## config.mk

```make
export PLATFORM = sky130hd
export DESIGN_NAME = timer_device_flat
export DESIGN_NICKNAME = d
export VERILOG_FILES = /design/src/rtl/timer_device_if.sv /design/src/rtl/timer_device.sv /design/src/flat_wrapper.sv
export SDC_FILE = /design/constraint.sdc
export NUM_CORES = 1
export LEC_CHECK = 0
export ABC_AREA = 0
export CAP_MARGIN = 20
export CORE_AREA = 2 2 111 113
export DETAILED_ROUTE_END_ITERATION = 7
export DIE_AREA = 0 0 113 115
export GPL_ROUTABILITY_DRIVEN = 0
export GPL_TIMING_DRIVEN = 0
export PLACE_DENSITY = 0.65
export SETUP_SLACK_MARGIN = 0.02
export SYNTH_ARGS = -nofsm -noshare
export SYNTH_HDL_FRONTEND = slang
export SYNTH_SLANG_ARGS = --single-unit
```

## constraint.sdc

```tcl
create_clock -name clock -period 3.05 [get_ports clock]
set_input_delay 0.305 -clock clock [delete_from_list [all_inputs] [get_ports clock]]
set_output_delay 0.305 -clock clock [all_outputs]
set_load 0.01 [all_outputs]
```

## src/rtl/timer_device_if.sv

```systemverilog
// Bus port bundle between the bus decoder (master) and the timer device (slave).
interface timer_device_if;
  logic        write_enable;
  logic        control;
  logic [7:0]  address;
  logic [15:0] data_in;
  logic [15:0] data_out;
  logic        irq;

  modport master (
    output write_enable, control, address, data_in,
    input  data_out, irq
  );

  modport slave (
    input  write_enable, control, address, data_in,
    output data_out, irq
  );
endinterface

```

## src/rtl/timer_device.sv

```systemverilog
// Prescaled down-counting timer with optional reload, expiry flag and level interrupt.
module timer_device #(
  parameter logic [15:0] DEVICE_ID = 16'h0300
) (
  input  logic          clock,
  input  logic          reset,
  timer_device_if.slave bus
);

  localparam int DATA_W = 16;

  localparam logic [3:0] A_ID     = 4'd0;
  localparam logic [3:0] A_STATUS = 4'd1;
  localparam logic [3:0] A_CTRL   = 4'd2;
  localparam logic [3:0] A_PRE    = 4'd3;
  localparam logic [3:0] A_RELOAD = 4'd4;
  localparam logic [3:0] A_COUNT  = 4'd5;

  logic [DATA_W-1:0] r_data_out;
  logic              r_expired;
  logic              r_en;
  logic              r_reload;
  logic              r_irq_en;
  logic [DATA_W-1:0] r_prescale;
  logic [DATA_W-1:0] r_reload_val;
  logic [DATA_W-1:0] r_count;
  logic [DATA_W-1:0] r_pre_cnt;

  logic [3:0]        w_addr;
  logic              w_wr;
  logic              w_wr_status;
  logic              w_wr_ctrl;
  logic              w_wr_pre;
  logic              w_wr_reload;
  logic              w_wr_count;
  logic              w_tick;
  logic              w_expire;
  logic              w_en_nxt;
  logic              w_pre_clr;
  logic [DATA_W-1:0] w_rd_data;
  logic              w_unused;

  // Only the low nibble of the word offset selects a register.
  assign w_addr   = bus.address[3:0];
  assign w_unused = ^bus.address[7:4];

  assign w_wr        = bus.write_enable & bus.control;
  assign w_wr_status = w_wr && (w_addr == A_STATUS);
  assign w_wr_ctrl   = w_wr && (w_addr == A_CTRL);
  assign w_wr_pre    = w_wr && (w_addr == A_PRE);
  assign w_wr_reload = w_wr && (w_addr == A_RELOAD);
  assign w_wr_count  = w_wr && (w_addr == A_COUNT);

  assign w_tick   = r_en && (r_pre_cnt == r_prescale);
  assign w_expire = w_tick && (r_count == '0);

  // A CTRL write overrides the hardware EN clear of a one-shot expiry.
  always_comb begin
    w_en_nxt = r_en;
    if (w_wr_ctrl)
      w_en_nxt = bus.data_in[0];
    else if (w_expire && !r_reload)
      w_en_nxt = 1'b0;
  end

  assign w_pre_clr = !w_en_nxt || w_tick || w_wr_pre ||
                     (w_wr_ctrl && bus.data_in[0] && !r_en);

  always_comb begin
    w_rd_data = '0;
    if (bus.control) begin
      case (w_addr)
        A_ID:     w_rd_data = DEVICE_ID;
        A_STATUS: w_rd_data = {{(DATA_W-1){1'b0}}, r_expired};
        A_CTRL:   w_rd_data = {{(DATA_W-3){1'b0}}, r_irq_en, r_reload, r_en};
        A_PRE:    w_rd_data = r_prescale;
        A_RELOAD: w_rd_data = r_reload_val;
        A_COUNT:  w_rd_data = r_count;
        default:  w_rd_data = '0;
      endcase
    end
  end

  always_ff @(posedge clock) begin
    if (reset) begin
      r_data_out   <= '0;
      r_expired    <= 1'b0;
      r_en         <= 1'b0;
      r_reload     <= 1'b0;
      r_irq_en     <= 1'b0;
      r_prescale   <= '0;
      r_reload_val <= '0;
      r_count      <= '0;
      r_pre_cnt    <= '0;
    end else begin
      r_data_out <= w_rd_data;
      r_en       <= w_en_nxt;

      if (w_pre_clr)
        r_pre_cnt <= '0;
      else
        r_pre_cnt <= r_pre_cnt + 1'b1;

      if (w_wr_ctrl) begin
        r_reload <= bus.data_in[1];
        r_irq_en <= bus.data_in[2];
      end

      if (w_wr_pre)
        r_prescale <= bus.data_in;
      if (w_wr_reload)
        r_reload_val <= bus.data_in;

      // A bus write to COUNT beats a same-cycle decrement or reload.
      if (w_wr_count)
        r_count <= bus.data_in;
      else if (w_tick) begin
        if (r_count != '0)
          r_count <= r_count - 1'b1;
        else if (r_reload)
          r_count <= r_reload_val;
      end

      // Expiry wins over a same-cycle W1C clear.
      if (w_expire)
        r_expired <= 1'b1;
      else if (w_wr_status && bus.data_in[0])
        r_expired <= 1'b0;
    end
  end

  assign bus.data_out = r_data_out;
  assign bus.irq      = r_expired & r_irq_en;

endmodule

```

## src/flat_wrapper.sv

```systemverilog
// flat-port wrapper written by rule: the top's interface ports become plain ports
module timer_device_flat 
#(
  parameter logic [15:0] DEVICE_ID = 16'h0300
)
  (clock, reset, bus_write_enable, bus_control, bus_address, bus_data_in, bus_data_out, bus_irq);
  timer_device_if bus_i ();
  input  logic clock;
  input  logic reset;
  input wire logic [$bits(bus_i.write_enable)-1:0] bus_write_enable;
  input wire logic [$bits(bus_i.control)-1:0] bus_control;
  input wire logic [$bits(bus_i.address)-1:0] bus_address;
  input wire logic [$bits(bus_i.data_in)-1:0] bus_data_in;
  output wire logic [$bits(bus_i.data_out)-1:0] bus_data_out;
  output wire logic [$bits(bus_i.irq)-1:0] bus_irq;
  assign bus_i.write_enable = bus_write_enable;
  assign bus_i.control = bus_control;
  assign bus_i.address = bus_address;
  assign bus_i.data_in = bus_data_in;
  assign bus_data_out = bus_i.data_out;
  assign bus_irq = bus_i.irq;
  timer_device #(.DEVICE_ID(DEVICE_ID)) u_core (.clock(clock), .reset(reset), .bus(bus_i));
endmodule
```

# After elaboration in Yosys (flattened, before gate mapping)
# Cells that the tools add are included.
[totals]
input_bits = 28
wordCells = 55
register_bits = 84
output_inout_bits = 17
[classes]
bitwise = 3
n_mux = 9
n_eq_ne = 6
reduce_logical = 26
addsub = 2
[op_table]
columns = ["cell", "count"]
rows = [
  ["$pmux W16 S6", 1],
  ["$mux W16", 4],
  ["$add A16 B1 Y16 const B", 1],
  ["$eq A16 B16 Y1", 1],
  ["$logic_not A16 Y1", 1],
  ["$reduce_bool A16 Y1", 1],
  ["$sub A16 B1 Y16 const B", 1],
  ["$logic_and A1 B1 Y1", 11],
  ["$eq A4 B2 Y1 const B", 2],
  ["$eq A4 B3 Y1 const B", 2],
  ["$eq A4 B1 Y1 const B", 1],
  ["$logic_not A4 Y1", 1],
  ["$mux W1", 4],
  ["$reduce_bool A2 Y1", 2],
  ["$reduce_or A2 Y1", 2],
  ["$logic_not A1 Y1", 3],
  ["$logic_or A1 B1 Y1", 3],
  ["$reduce_bool A3 Y1", 1],
  ["$and A1 B1 Y1", 2],
  ["$reduce_and A2 Y1", 1],
  ["$not A1 Y1", 1],
]

# Logic depth before layout (Yosys ltp)
[depth]
word_depth = 11
depth_mapped = 10
mapped_depth_nobuf = 8

# Least setup slack after synthesis
# No wires, ideal clock.
[synth_path]
kind = "reg2reg"
start = "register u_core.r_count[0]"
end = "register u_core.r_count[0]"
stages_incl_launch_ff = 10
path_buffers = 2
synth_period_minus_slack_ns = 2.131
t_required_ns = 2.958
setup_time_ns = 0.092
setup_slack_ns = 0.919
arrival_time_ns = 2.039
cell_sequence = "dfxtp_1 > clkbuf_1 > inv_1 > ha_1 > nor4b_1 > nand4_2 > o211ai_2 > buf_6 > mux2_1 > nor4_1"
[synth_between]
elab_chain_cells = 4
word_cells_on_any_way = 7
cone_classes = "1 x add/sub; 3 x mux; 3 x reduce/logical"
[synth_lines]
columns = ["item", "line_no", "text"]
rows = [
  ["start, declared", "timer_device.sv:26", "logic [DATA_W-1:0] r_count;"],
  ["start signal, assigned", "timer_device.sv:116", "r_count <= bus.data_in;"],
  ["start signal, assigned", "timer_device.sv:119", "r_count <= r_count - 1'b1;"],
  ["start signal, assigned", "timer_device.sv:121", "r_count <= r_reload_val;"],
  ["$sub A16 B1 Y16 or $reduce_bool A16 Y1 (tied branches)", "timer_device.sv:119, timer_device.sv:118", ""],
  ["$mux W16", "timer_device.sv:118", "if (r_count != '0)"],
  ["$mux W16", "timer_device.sv:117", "else if (w_tick) begin"],
  ["$mux W16", "timer_device.sv:115", "if (w_wr_count)"],
]
# Several ways; a longest one is shown, not always the timed one. The select of a mux whose other input is x is not followed.
# A chain may end at the register's enable or synchronous reset.

# Worst setup path in the final report
# Same ends and word-level chain as after synthesis.

==> metrics.csv <==
stage,metric,value,unit
status,status,"complete, but fails checks",
status,violations,DRC,
synthesis,synth_fp_nets,526,
timing,max_slew_margin,0.3507,
power,power_frac_clock,0.479,
timing,post-route-min-period,2639,ps
synthesis,ys_types,53,
worst_setup_path,max_stage_delay,450,ps
global_route,grt_overflow,0,
timing,timing.fmax,378.9,MHz
worst_setup_path,worst_setup_path_end_kind,flip-flop,
clocking,cts_root_buffer,clkbuf_16,
worst_setup_path,required,3290,ps
floorplanning,coreArea,0.01181,mm^2
synthesis,ys_seq_elements,84,
hold_path,hp-class,reg2reg,
timing,whs,478.9,ps
power,switching_power,0.5694,mW
timing,drv_slew,0,
worst_setup_path,critPathLaunch,u_core.r_count[0]$_SDFFE_PP0P_,
power,power.density,509.0,mW/mm^2
detailed_routing,vias,3894,
clocking,postCtsSetupRepairBufs,0,
synthesis,yosys_warnings,0,
synthesis,synth_ff_type,dfxtp_1,
worst_setup_path,rrSetupSlack,410,ps
clocking,path_clk_slew,60,ps
place,postPlaceCellArea,0.004642,mm^2
synthesis,ys_seq_area_frac,0.4124,
place,dp.final_hpwl,9163,um
worst_setup_path,startpoint_type,flip-flop,
flow_run,maxCapViolCount,0,
synthesis,syn_area,0.004078,mm^2
timing,worstMarginPinSlew,960.4,ps
synthesis,avgSynthCellArea,8.238,um^2
power,intPower,1.965,mW
worst_setup_path,cp_slowest_cell,nor4b_1,
floorplanning,die_h,115,um
power,ir_drop,264.6,uV
floorplanning,ios,45,
floorplanning,die_w,113,um
power,p_leak,1.757,nW
clocking,cts-buffers-inserted,9,
place,dp.cells,680,
worst_setup_path,path_cells,"clkbuf_1, inv_1, ha_1, nor4b_1, nand4_2, o211ai_2, buf_6, mux2_1, nor4_1",
global_route,antenna_found_initial,0,
clocking,cts_resized,0,
timing,hold_viol,0,
timing,tns,0,ps
detailed_routing,antenna_left,0,
clocking,clk_latency,340,ps
detailed_routing,first_pass_iters,8,
floorplanning,rows,40,
cells_and_area,layout.cells.non_filler,696,
power,seq_power_share,0.439,
detailed_routing,drt-initial-drc-count,501,
detailed_routing,wl_per_cell,17.75,um
cells_and_area,syn_to_final_growth,22.12,%
synthesis,synth_edf_count,0,
power,power_frac_comb,0.082,
detailed_routing,routed_via_density,5.595,
clocking,ctsHoldBuffers,0,
worst_setup_path,r2r_start,u_core.r_count[0]$_SDFFE_PP0P_,
worst_setup_path,path_max_fanout,9,
clocking,cts_tree,built,
detailed_routing,drc,5,
cells_and_area,fin_area,0.004980,mm^2
cells_and_area,antenna_cells,0,
worst_setup_path,crit_arrival,2880,ps
power,power.total,2.534,mW
global_route,grt_util_all_layers,0.1934,
clocking,h-tree-depth,3,
detailed_routing,drt-total-wl,12360,um
cells_and_area,fillers,1190,
clocking,cts.sinks,84,
clocking,clockBufferDepth,2,
power,power.share.switching,0.2247,
cells_and_area,drive_gt1_frac,0.04918,
cells_and_area,fin_nets,575,
synthesis,synth_cells,495,
timing,finalClockSkew,8.040,ps
worst_setup_path,path_class,reg2reg,
floorplanning,fp.dieArea,0.01300,mm^2
timing,period_share,0.8653,
global_route,grt_max_degree,14,
place,portBuffers,38,
global_route,grt_pass1_wl,19870,um
floorplanning,start_util,0.3452,
global_route,grt_pass1_vias,3855,
timing,rsz0062_at_grt,false,
synthesis,synth-async-reset-ratio,0,
hold_path,hp-start,u_core.r_reload_val[9]$_SDFFE_PP0P_,
timing,setup_viol,0,
[power groups by stage]
stage,registers [mW],logic [mW],clock network [mW]
finish,1.11,0.208,1.22
CTS,1.11,0.203,1.22
global route,1.11,0.224,1.27
floorplan,1.13,0.120,0
detailed placement,1.14,0.201,0
global placement,1.14,0.199,0
[sequential cells by signal (all words and copies together), names as in the netlist]
name / count
u_core.r_irq_en: 1
u_core.r_expired: 1
u_core.bus.data_out: 16
u_core.r_prescale: 16
u_core.r_count: 16
u_core.r_reload_val: 16
u_core.r_reload: 1
u_core.r_en: 1
u_core.r_pre_cnt: 16
[metal layers]
metal / wire [um] / GRT usage / vias up
li1: - / - / 1834
met1: 5294 / 0.2499 / 1848
met2: 5795 / 0.3261 / 184
met3: 994 / 0.03426 / 28
met4: 274 / 0.06911 / 0
met5: 0 / 0 / -
[worst max-delay path: cells and delay by family, from the launching register on]
family	cells	cell delay (ps)
AOI/OAI and AO/OA	1	250
adders and majority gates	1	180
buffers and inverters	3	540
DFF	1	290
muxes	1	340
and+or+nand+nor	3	950
[synth_stat cells (5+ instances only)]
cell type,count,area [um^2]
nand3_1,11,55.05
and2_1,5,31.28
a222oi_1,13,130.1
nand2_1,79,296.5
a21oi_1,46,230.2
dfxtp_1,84,1682
a211oi_1,13,97.59
xnor2_1,26,227.7
nor2_1,66,247.7
a22oi_1,6,45.04
xor2_1,14,122.6
clkbuf_1,30,112.6
mux2i_1,17,170.2
nand4_1,10,62.56
nor3_1,5,25.02
inv_1,6,22.52
[logic make-up after synthesis]
kind of cell	Yosys count	share of synthesized area
and+or+nand+nor	208	0.2384
AOI/OAI and AO/OA	99	0.1629
DFF	84	0.4124
buffers and inverters	43	0.04664
xor gates and xnor gates	40	0.08592
muxes	18	0.04449
adders and majority gates	3	0.009206
[final timing paths]
check | endpoint | cells past startpoint
max | u_core.r_count[0]$_SDFFE_PP0P_ | 9
min reg2reg | u_core.r_reload_val[9]$_SDFFE_PP0P_ | 2
min | u_core.r_reload_val[9]$_SDFFE_PP0P_ | 2
max reg2reg | u_core.r_count[0]$_SDFFE_PP0P_ | 9
[cell type report]
type	instances	area (um^2)	share of cell area
Clock inverter	3	67.56	0.01357
Tap cell	147	183.9	0.03693
Inverter	6	22.52	0.004523
Sequential cell	84	1682	0.3377
Buffer	37	167.7	0.03367
Timing Repair Buffer	38	380.4	0.07638
Multi-Input combinational cell	368	2206	0.4430
Clock buffer	13	270.3	0.05427
[placed cells by master, fill, tap and decap left out, drive strengths merged, types with 4 or more instances in the layout]
cell            n
dfxtp          84
nor3            6
nand3          11
nand2          79
buf             7
nand4          11
inv             6
nor4            6
o31ai           4
nor2           66
a211oi         13
a21oi          46
a22oi           6
a222oi         13
clkbuf         43
mux2i          17
and3            4
xnor2          26
nor4b           4
clkdlybuf4s50  38
xor2           14
and2            6
[through the flow]
stage | utilization | worst slack, ps
CTS | 0.4216 | 450.5
finish | 0.4216 | 410.9
global placement | 0.3930 | 273.2
floorplan | - | 918.9
detailed placement | 0.3930 | 182.5
global route | 0.4216 | 159.6
No activity file was read; power rests on OpenSTA's default activity.
